[src/rtl/wave_capture_mc.sv]
// Multi-channel triggered waveform capture into a double-buffered RAM.
// Optional timeout auto-trigger is enabled with `define WAVE_CAPTURE_AUTOTRIG_EN.
module wave_capture_mc #(
  parameter int NUM_CH   = 2,
  parameter int SAMPLE_W = 16,
  parameter int OUT_W    = 8,
  parameter int DEPTH    = 9
`ifdef WAVE_CAPTURE_AUTOTRIG_EN
  ,
  parameter int AUTO_TIMEOUT = 1024
`endif
) (
  input  logic                       clk,
  input  logic                       reset,
  input  logic                       new_sample,
  input  logic [NUM_CH*SAMPLE_W-1:0] sample,
  input  logic [NUM_CH-1:0]          ch_enable,
  input  logic [1:0]                 trig_ch,
  input  logic [1:0]                 trig_mode,
  input  logic                       display_idle,
  output logic [DEPTH-1:0]           write_address,
  output logic [NUM_CH-1:0]          write_enable,
  output logic [NUM_CH*OUT_W-1:0]    write_sample,
  output logic                       read_index,
  output logic                       capture_done,
  output logic                       auto_trig
);

  typedef enum logic [1:0] {ARMED, ACTIVE, WAIT} state_t;

  state_t                    r_state;
  logic [DEPTH-2:0]          r_index;
  logic                      r_prev_msb;
  logic                      r_read_index;
  logic                      r_capture_done;
  logic                      r_auto_trig;
  logic [DEPTH-1:0]          r_write_address;
  logic [NUM_CH-1:0]         r_write_enable;
  logic [NUM_CH*OUT_W-1:0]   r_write_sample;

  logic [NUM_CH*OUT_W-1:0]   w_wsample;
  logic                      w_cur_msb;
  logic                      w_real_trig;
  logic                      w_force;
  logic                      w_trig;
  logic                      w_unused;

  // Keep the top OUT_W bits and flip the sign bit: two's complement -> offset binary.
  function automatic logic [OUT_W-1:0] to_offset(input logic signed [SAMPLE_W-1:0] s);
    logic [OUT_W-1:0] t;
    t = s[SAMPLE_W-1 -: OUT_W];
    t[OUT_W-1] = ~t[OUT_W-1];
    return t;
  endfunction

  // Out-of-range trig_ch falls back to channel 0 via the default.
  always_comb begin
    w_wsample = '0;
    w_cur_msb = sample[SAMPLE_W-1];
    for (int c = 0; c < NUM_CH; c++) begin
      w_wsample[c*OUT_W +: OUT_W] = to_offset(sample[c*SAMPLE_W +: SAMPLE_W]);
      if (trig_ch == 2'(c)) w_cur_msb = sample[c*SAMPLE_W + SAMPLE_W - 1];
    end
  end

  always_comb begin
    w_real_trig = 1'b0;
    if (new_sample) begin
      case (trig_mode)
        2'b01:   w_real_trig = r_prev_msb & ~w_cur_msb;
        2'b10:   w_real_trig = ~r_prev_msb & w_cur_msb;
        default: w_real_trig = 1'b1;
      endcase
    end
  end

`ifdef WAVE_CAPTURE_AUTOTRIG_EN
  localparam logic [15:0] TO_LIM = 16'(AUTO_TIMEOUT);
  logic [15:0] r_to_cnt;
  assign w_force = new_sample & (r_to_cnt == TO_LIM);
`else
  assign w_force = 1'b0;
`endif

  assign w_trig   = (r_state == ARMED) & (w_real_trig | w_force);
  assign w_unused = ^sample;

  always_ff @(posedge clk or negedge reset) begin
    if (!reset) begin
      r_state         <= ARMED;
      r_index         <= '0;
      r_prev_msb      <= 1'b0;
      r_read_index    <= 1'b0;
      r_capture_done  <= 1'b0;
      r_auto_trig     <= 1'b0;
      r_write_address <= '0;
      r_write_enable  <= '0;
      r_write_sample  <= '0;
`ifdef WAVE_CAPTURE_AUTOTRIG_EN
      r_to_cnt        <= '0;
`endif
    end else begin
      r_write_enable <= '0;
      r_capture_done <= 1'b0;
      if (new_sample) r_prev_msb <= w_cur_msb;
      case (r_state)
        ARMED: begin
          if (w_trig) begin
            r_write_enable  <= ch_enable;
            r_write_address <= {~r_read_index, {(DEPTH-1){1'b0}}};
            r_write_sample  <= w_wsample;
            r_index         <= {{(DEPTH-2){1'b0}}, 1'b1};
            r_auto_trig     <= ~w_real_trig;
            r_state         <= ACTIVE;
          end
        end
        ACTIVE: begin
          if (new_sample) begin
            r_write_enable  <= ch_enable;
            r_write_address <= {~r_read_index, r_index};
            r_write_sample  <= w_wsample;
            r_index         <= r_index + 1'b1;
            if (r_index == '1) r_state <= WAIT;
          end
        end
        WAIT: begin
          // Swap halves; a coincident strobe is intentionally dropped.
          if (display_idle) begin
            r_read_index   <= ~r_read_index;
            r_capture_done <= 1'b1;
            r_state        <= ARMED;
          end
        end
        default: r_state <= ARMED;
      endcase
`ifdef WAVE_CAPTURE_AUTOTRIG_EN
      if (r_state != ARMED || w_trig) r_to_cnt <= '0;
      else if (new_sample)            r_to_cnt <= r_to_cnt + 1'b1;
`endif
    end
  end

  assign write_address = r_write_address;
  assign write_enable  = r_write_enable;
  assign write_sample  = r_write_sample;
  assign read_index    = r_read_index;
  assign capture_done  = r_capture_done;
  assign auto_trig     = r_auto_trig;

endmodule

[config.mk]
export PLATFORM = sky130hd
export DESIGN_NAME = wave_capture_mc
export DESIGN_NICKNAME = d
export VERILOG_FILES = /design/src/rtl/wave_capture_mc.sv
export SDC_FILE = /design/constraint.sdc
export NUM_CORES = 1
export LEC_CHECK = 0
export CORE_UTILIZATION = 40
export CTS_CLUSTER_DIAMETER = 60
export DETAILED_ROUTE_END_ITERATION = 12
export GPL_TIMING_DRIVEN = 0
export PLACE_DENSITY_LB_ADDON = 0.05
export SYNTH_ARGS = -nofsm -noshare
export SYNTH_HDL_FRONTEND = slang
export SYNTH_SLANG_ARGS = --single-unit
[constraint.sdc]
create_clock -name clk -period 1.66 [get_ports clk]
set_input_delay 0.166 -clock clk [delete_from_list [all_inputs] [get_ports clk]]
set_output_delay 0.166 -clock clk [all_outputs]
set_load 0.05 [all_outputs]
Yosys cells after proc, flatten, opt, wreduce, memory -nomap -nowiden
Cells that the tools add are included.
{ "totals": {"reg_bits": 41, "in_bits": 42} }
{ "classes": {"addsub": 1, "n_eq_ne": 10, "muxes": 22, "bitwise_logic": 9, "n_reduce_logical": 6} }
{ "op_table": {"columns": ["op", "count"], "rows": [
  ["$mux W16", 2],
  ["$pmux W16 S2", 1],
  ["$mux W9", 2],
  ["$pmux W9 S2", 1],
  ["$mux W8", 2],
  ["$pmux W8 S2", 1],
  ["$mux W2", 6],
  ["$add A8 B1 Y8 const B", 1],
  ["$eq A8 B8 Y1 const B", 1],
  ["$ne A2 B2 Y1 const B", 4],
  ["$eq A2 B1 Y1 const B", 3],
  ["$not A1 Y1", 6],
  ["$pmux W2 S3", 1],
  ["$eq A2 B2 Y1 const B", 2],
  ["$mux W1", 4],
  ["$pmux W2 S2", 1],
  ["$reduce_and A2 Y1", 2],
  ["$reduce_and A4 Y1", 1],
  ["$and A1 B1 Y1", 3],
  ["$reduce_and A3 Y1", 1],
  ["$logic_not A2 Y1", 1],
  ["$pmux W1 S2", 1],
  ["$reduce_bool A2 Y1", 1]
]} }

Longest topological paths before layout
{ "logic_depth": {"word_depth": 9, "mapped_depth": 8} }

Worst setup path after synthesis
Ideal clock, no wire load.
{ "synth_path": {"path_type": "input -> register", "start": "in trig_mode[0]", "end": "reg r_write_sample[10], in the netlist write_sample[10]", "setup_time_ns": 0.125, "arrival_ns": 1.460, "path_slack_ns": 0.075, "stages": 8, "cell_sequence": "inv_1 -> ha_1 -> nor2_1 -> o2111ai_1 -> o211a_1 -> buf_6 -> buf_8 -> mux2_4"} }
{ "synth_between": {"elab_chain_cells": 6, "elab_cells_between_ends": 7, "classes_between": "eq/ne (3); mux (2); bitwise (1); reduce/logical (1)"} }
{ "synth_lines": {"columns": ["item", "line_no", "text"], "rows": [
  ["from (decl)", "19", "input logic [1:0] trig_mode,"],
  ["$eq A2 B2 Y1 or $eq A2 B1 Y1 (tied branches)", "69", "case (trig_mode)"],
  ["$pmux W1 S2 (*)", "69", null],
  ["$mux W1 (*)", "68", "if (new_sample) begin"],
  ["$and A1 B1 Y1 (*)", "85", "assign w_trig = (r_state == ARMED) & (w_real_trig | w_force);"],
  ["$ne A2 B2 Y1 (no source line) (*)", null, null],
  ["$reduce_and A3 Y1 (no source line) (*)", null, null],
  ["to (signal assigned)", "111", "r_write_sample <= w_wsample;"],
  ["to (signal assigned)", "121", "r_write_sample <= w_wsample;"],
  ["to (decl)", "39", "logic [NUM_CH*OUT_W-1:0] r_write_sample;"]
]} }
Every way passes the cells marked *; elsewhere a longest branch is shown, timed or not.
A chain may end at the register's enable or synchronous reset.

Final worst setup path
{ "layout_path": {"start": "reg r_write_sample[11], in the netlist write_sample[11]", "end": "out write_sample[11]"} }
{ "layout_rtl": {"columns": ["item", "line_no", "text"], "rows": [
  ["to (decl)", "23", "output logic [NUM_CH*OUT_W-1:0] write_sample,"]
]} }
No word-level cell between the ends.

==> results.txt <==
----------------------------------------------------
[Flow run]
  MaxCap Viol Count ... 0

[Setup path]
  Register-to-register setup slack ... 100 ps
  Kind of start point of the critical path ... register
  Buffer and inverter count on the worst path ... 1
  Critical path fanouts, max ... 2
  Data arrival at the endpoint of the critical path ... 1470 ps
  Slowest stage cell, crit path ... clkdlybuf4s50_1
  Dominant delay contributor by cell family on the critical path ... buffers and inverters
  Critical path class ... reg2out
  Critical-path cell list ... clkdlybuf4s50_1
  Crit path capture type ... primary output
  Critical path's largest stage delay ... 810 ps
  Required time of the critical path ... 1490 ps

[Power and ir drop]
  Gate power share ... 45.8%
  Switch Pwr ... 1.81 mW
  Sequential share of power ... 35.0%
  Power per cell area ... 1600 nW/um^2
  Internal power contribution ... 2.56 mW
  Leakage ... 1.34 nW
  Worst IR drop on VDD ... 0.000639 V
  Sw Ratio ... 41.4%
  Overall power after layout ... 4.37 mW
  Clock power frac ... 19.2%

[Route]
  Routed via count ... 1454
  Via count normalized by instance count ... 5.19
  Number of optimization iterations in the first detailed-route pass ... 4
  Number of DRC markers after the initial detailed-route iteration ... 103
  Detailed Route WL ... 4150 um
  Sum of met2 wire segment lengths after detailed routing ... 2150 um
  Uppermost layer routed ... met4
  Met3 wirelength from detailed routing ... 186 um
  Post-DR wirelength/cell ... 14.8 um
  Met1 wire length ... 1720 um
  Post-route DRC ... 0
  Number of nets with antenna violations after detailed routing ... 0

[Synth]
  Seq/Total Area, Yosys ... 55.0%
  Netlist area before placement ... 1870 um^2
  Count of mapped cells out of synthesis ... 158
  Most used DFF post-synth ... dfrtp_1
  Library cells used by synthesis ... 40
  Synthesis warning total ... 0
  Flops & latches, synth ... 41
  Number of flops mapped to enable cells by yosys ... 0
  Async set or reset register ratio after synthesis ... 100%
  Net count after synthesis ... 203
  Average size of a mapped cell ... 11.8 um^2

[Timing]
  Setup Skew ... 9.10 ps
  Ratio of final minimum period to clock period ... 98.5%
  Setup-violating endpoint count in the final report ... 0
  Tightest slew margin relative to the limit ... 37.7%
  WHS ... -8.72 ps
  Highest clock frequency the design can meet ... 612 MHz
  Transition at the pin with the smallest max-transition slack ... 935 ps
  Number of slew-limit violations in the final report ... 0
  Number of hold violations in the final report ... 5
  Min Clock Period, post-route ... 1640 ps

[Die]
  Die width ... 70.3 um
  Standard-cell rows ... 24
  Initial core utilization ... 42.3%
  Height of the die ... 70.3 um
  DIE AREA ... 4940 um^2
  Core Box Area ... 4410 um^2
  Number of ports placed on the die boundary ... 72

[Global route]
  Overflow after GRT ... 0
  Antenna violations before repair ... 0
  Maximum number of pins on one net before global-route repair ... 42
  Overall Global Routing Usage ... 18.3%
  Vias in the first global route ... 1505
  Global-route wire length before repair ... 7080 um

[Placement]
  Placer's final routability congestion estimate ... 0.841
  Number of placed cells counting well taps ... 265
  Port bufs ... 55
  Detailed placement HPWL ... 2790 um

[Final layout]
  Final non-filler cell total ... 280
  Fraction of layout cells with a size suffix above 1 ... 20.6%
  Commonest cells after routing, fill and taps aside ... 39 x dfrtp_1, 39 x clkdlybuf4s50_1, 15 x inv_1, 10 x nand2_1, 10 x dlymetal6s2s_1
  Area Growth Syn to Fin ... 46.7%
  # diodes ... 0
  Layout Utilization ... 62.0%
  Final Net Count ... 272
  FILL cells ... 362

[Clock network]
  Cts bufs inserted ... 5
  TritonCTS clock tree ... done
  Maximum clock path buffer count ... 2
  Latest clock arrival within the worst-skew pair ... 290 ps
  Root buffer selected by CTS ... clkbuf_8
  Clock net sink count ... 41
  Number of buffers inserted by hold repair at cts ... 0
  Clock slew seen by the registers of the worst setup and hold paths ... 90 ps
  Maximum level of the CTS H-tree ... 2

[Outcome]
  Violations in the final reports ... hold timing
  Status ... finished, violations left

[Worst hold path]
  Min-Delay Path Class ... in2async

----------------------------------------------------
-- routing by layer --
metal	up-vias	track usage, %
met3	12	4.47
met1	709	22.7
li1	688	-
met4	0	7.33
met5	-	0
met2	45	30.4
-- Yosys cell counts (2+ instances only) --
cell type	n	area, um^2
a211o_1	2	17.5
a21oi_1	5	25.0
a31oi_1	3	18.8
and2_1	3	18.8
and3_1	2	12.5
dfrtp_1	41	1030
ha_1	3	37.5
inv_1	16	60.1
mux2_2	7	78.8
mux2_4	8	120
mux2i_1	7	70.1
nand2_1	11	41.3
nand2b_1	4	25.0
nand3_1	4	20.0
nand3b_1	2	15.0
nand4_1	2	12.5
nor2_1	2	7.51
nor2b_1	3	18.8
nor3_1	5	25.0
o2111ai_1	3	26.3
o21ai_0	2	10.0
o21ai_1	4	20.0
or4_1	2	15.0
-- kinds of logic (layout without fill, tap and decap cells) --
logic type               Yosys count  in the layout  share of synthesized area [%]
multiplexers                      22             22                           14.4
XOR/XNOR                           1              1                          0.470
buffers and inverters             22             92                           5.50
adder cells (fa/ha/maj)            3              3                           2.01
flip-flops                        41             41                           55.0
AO/OA/AOI/OAI                     28             28                           10.8
AND/OR/NAND/NOR                   41             41                           11.8
-- through the flow --
stage	hold slack, ps	setup WS (ps)	setup TNS, ps	instance area, um^2
floorplan	-130	75.3	0	1870
global placement	477	-575	-37410	2480
detailed placement	359	-567	-14660	2480
CTS	36.0	3.93	0	2690
global route	95.7	-0.290	-0.290	2740
finish	-8.72	24.7	0	2740
-- sequential cells by signal, indices dropped and copies added, names as in the netlist --
signal	cells
r_index	8
r_state	2
write_enable	2
write_sample	16
read_index	1
write_address	9
capture_done	1
auto_trig	1
r_prev_msb	1
-- cell type report --
cell class / instances / area (um^2) / share of cell area, %
multi-input cells: 95 / 785 / 28.7
clock buffers: 6 / 82.6 / 3.02
plain buffers: 4 / 42.5 / 1.55
flip-flops and latches: 41 / 1030 / 37.6
clock inverters: 2 / 37.5 / 1.37
inverters: 18 / 67.6 / 2.47
well taps: 52 / 65.1 / 2.38
repair buffers: 62 / 629 / 23.0
-- path summary, 6_finish.rpt --
path                                  start          endpoint  cells past startpoint
max reg2reg                      r_state[1]  write_sample[10]                      6
max in group asynchronous             reset        r_state[0]                      1
max                        write_sample[11]  write_sample[11]                      1
min in group clk               ch_enable[0]   write_enable[0]                      2
min                                   reset   write_sample[9]                      1
min reg2reg                      read_index        read_index                      1
-- power by group through the flow --
stage	clock network (mW)	registers, mW	logic [mW]
after floorplan	0	2.16	0.675
after global placement	0	1.52	1.93
after detailed placement	0	1.54	1.95
after CTS	0.868	1.53	2.01
after global routing	0.893	1.57	2.14
final	0.839	1.53	2.00
-- timing repair --
| action | in CTS | in global routing |
|---|---|---|
| buffers inserted | 5 | 2 |
| gates resized for setup | 15 | 14 |
| endpoints found under the setup margin | 37 | 30 |
| pin swaps | 3 | 0 |
Power figures use the tool's default switching activity.
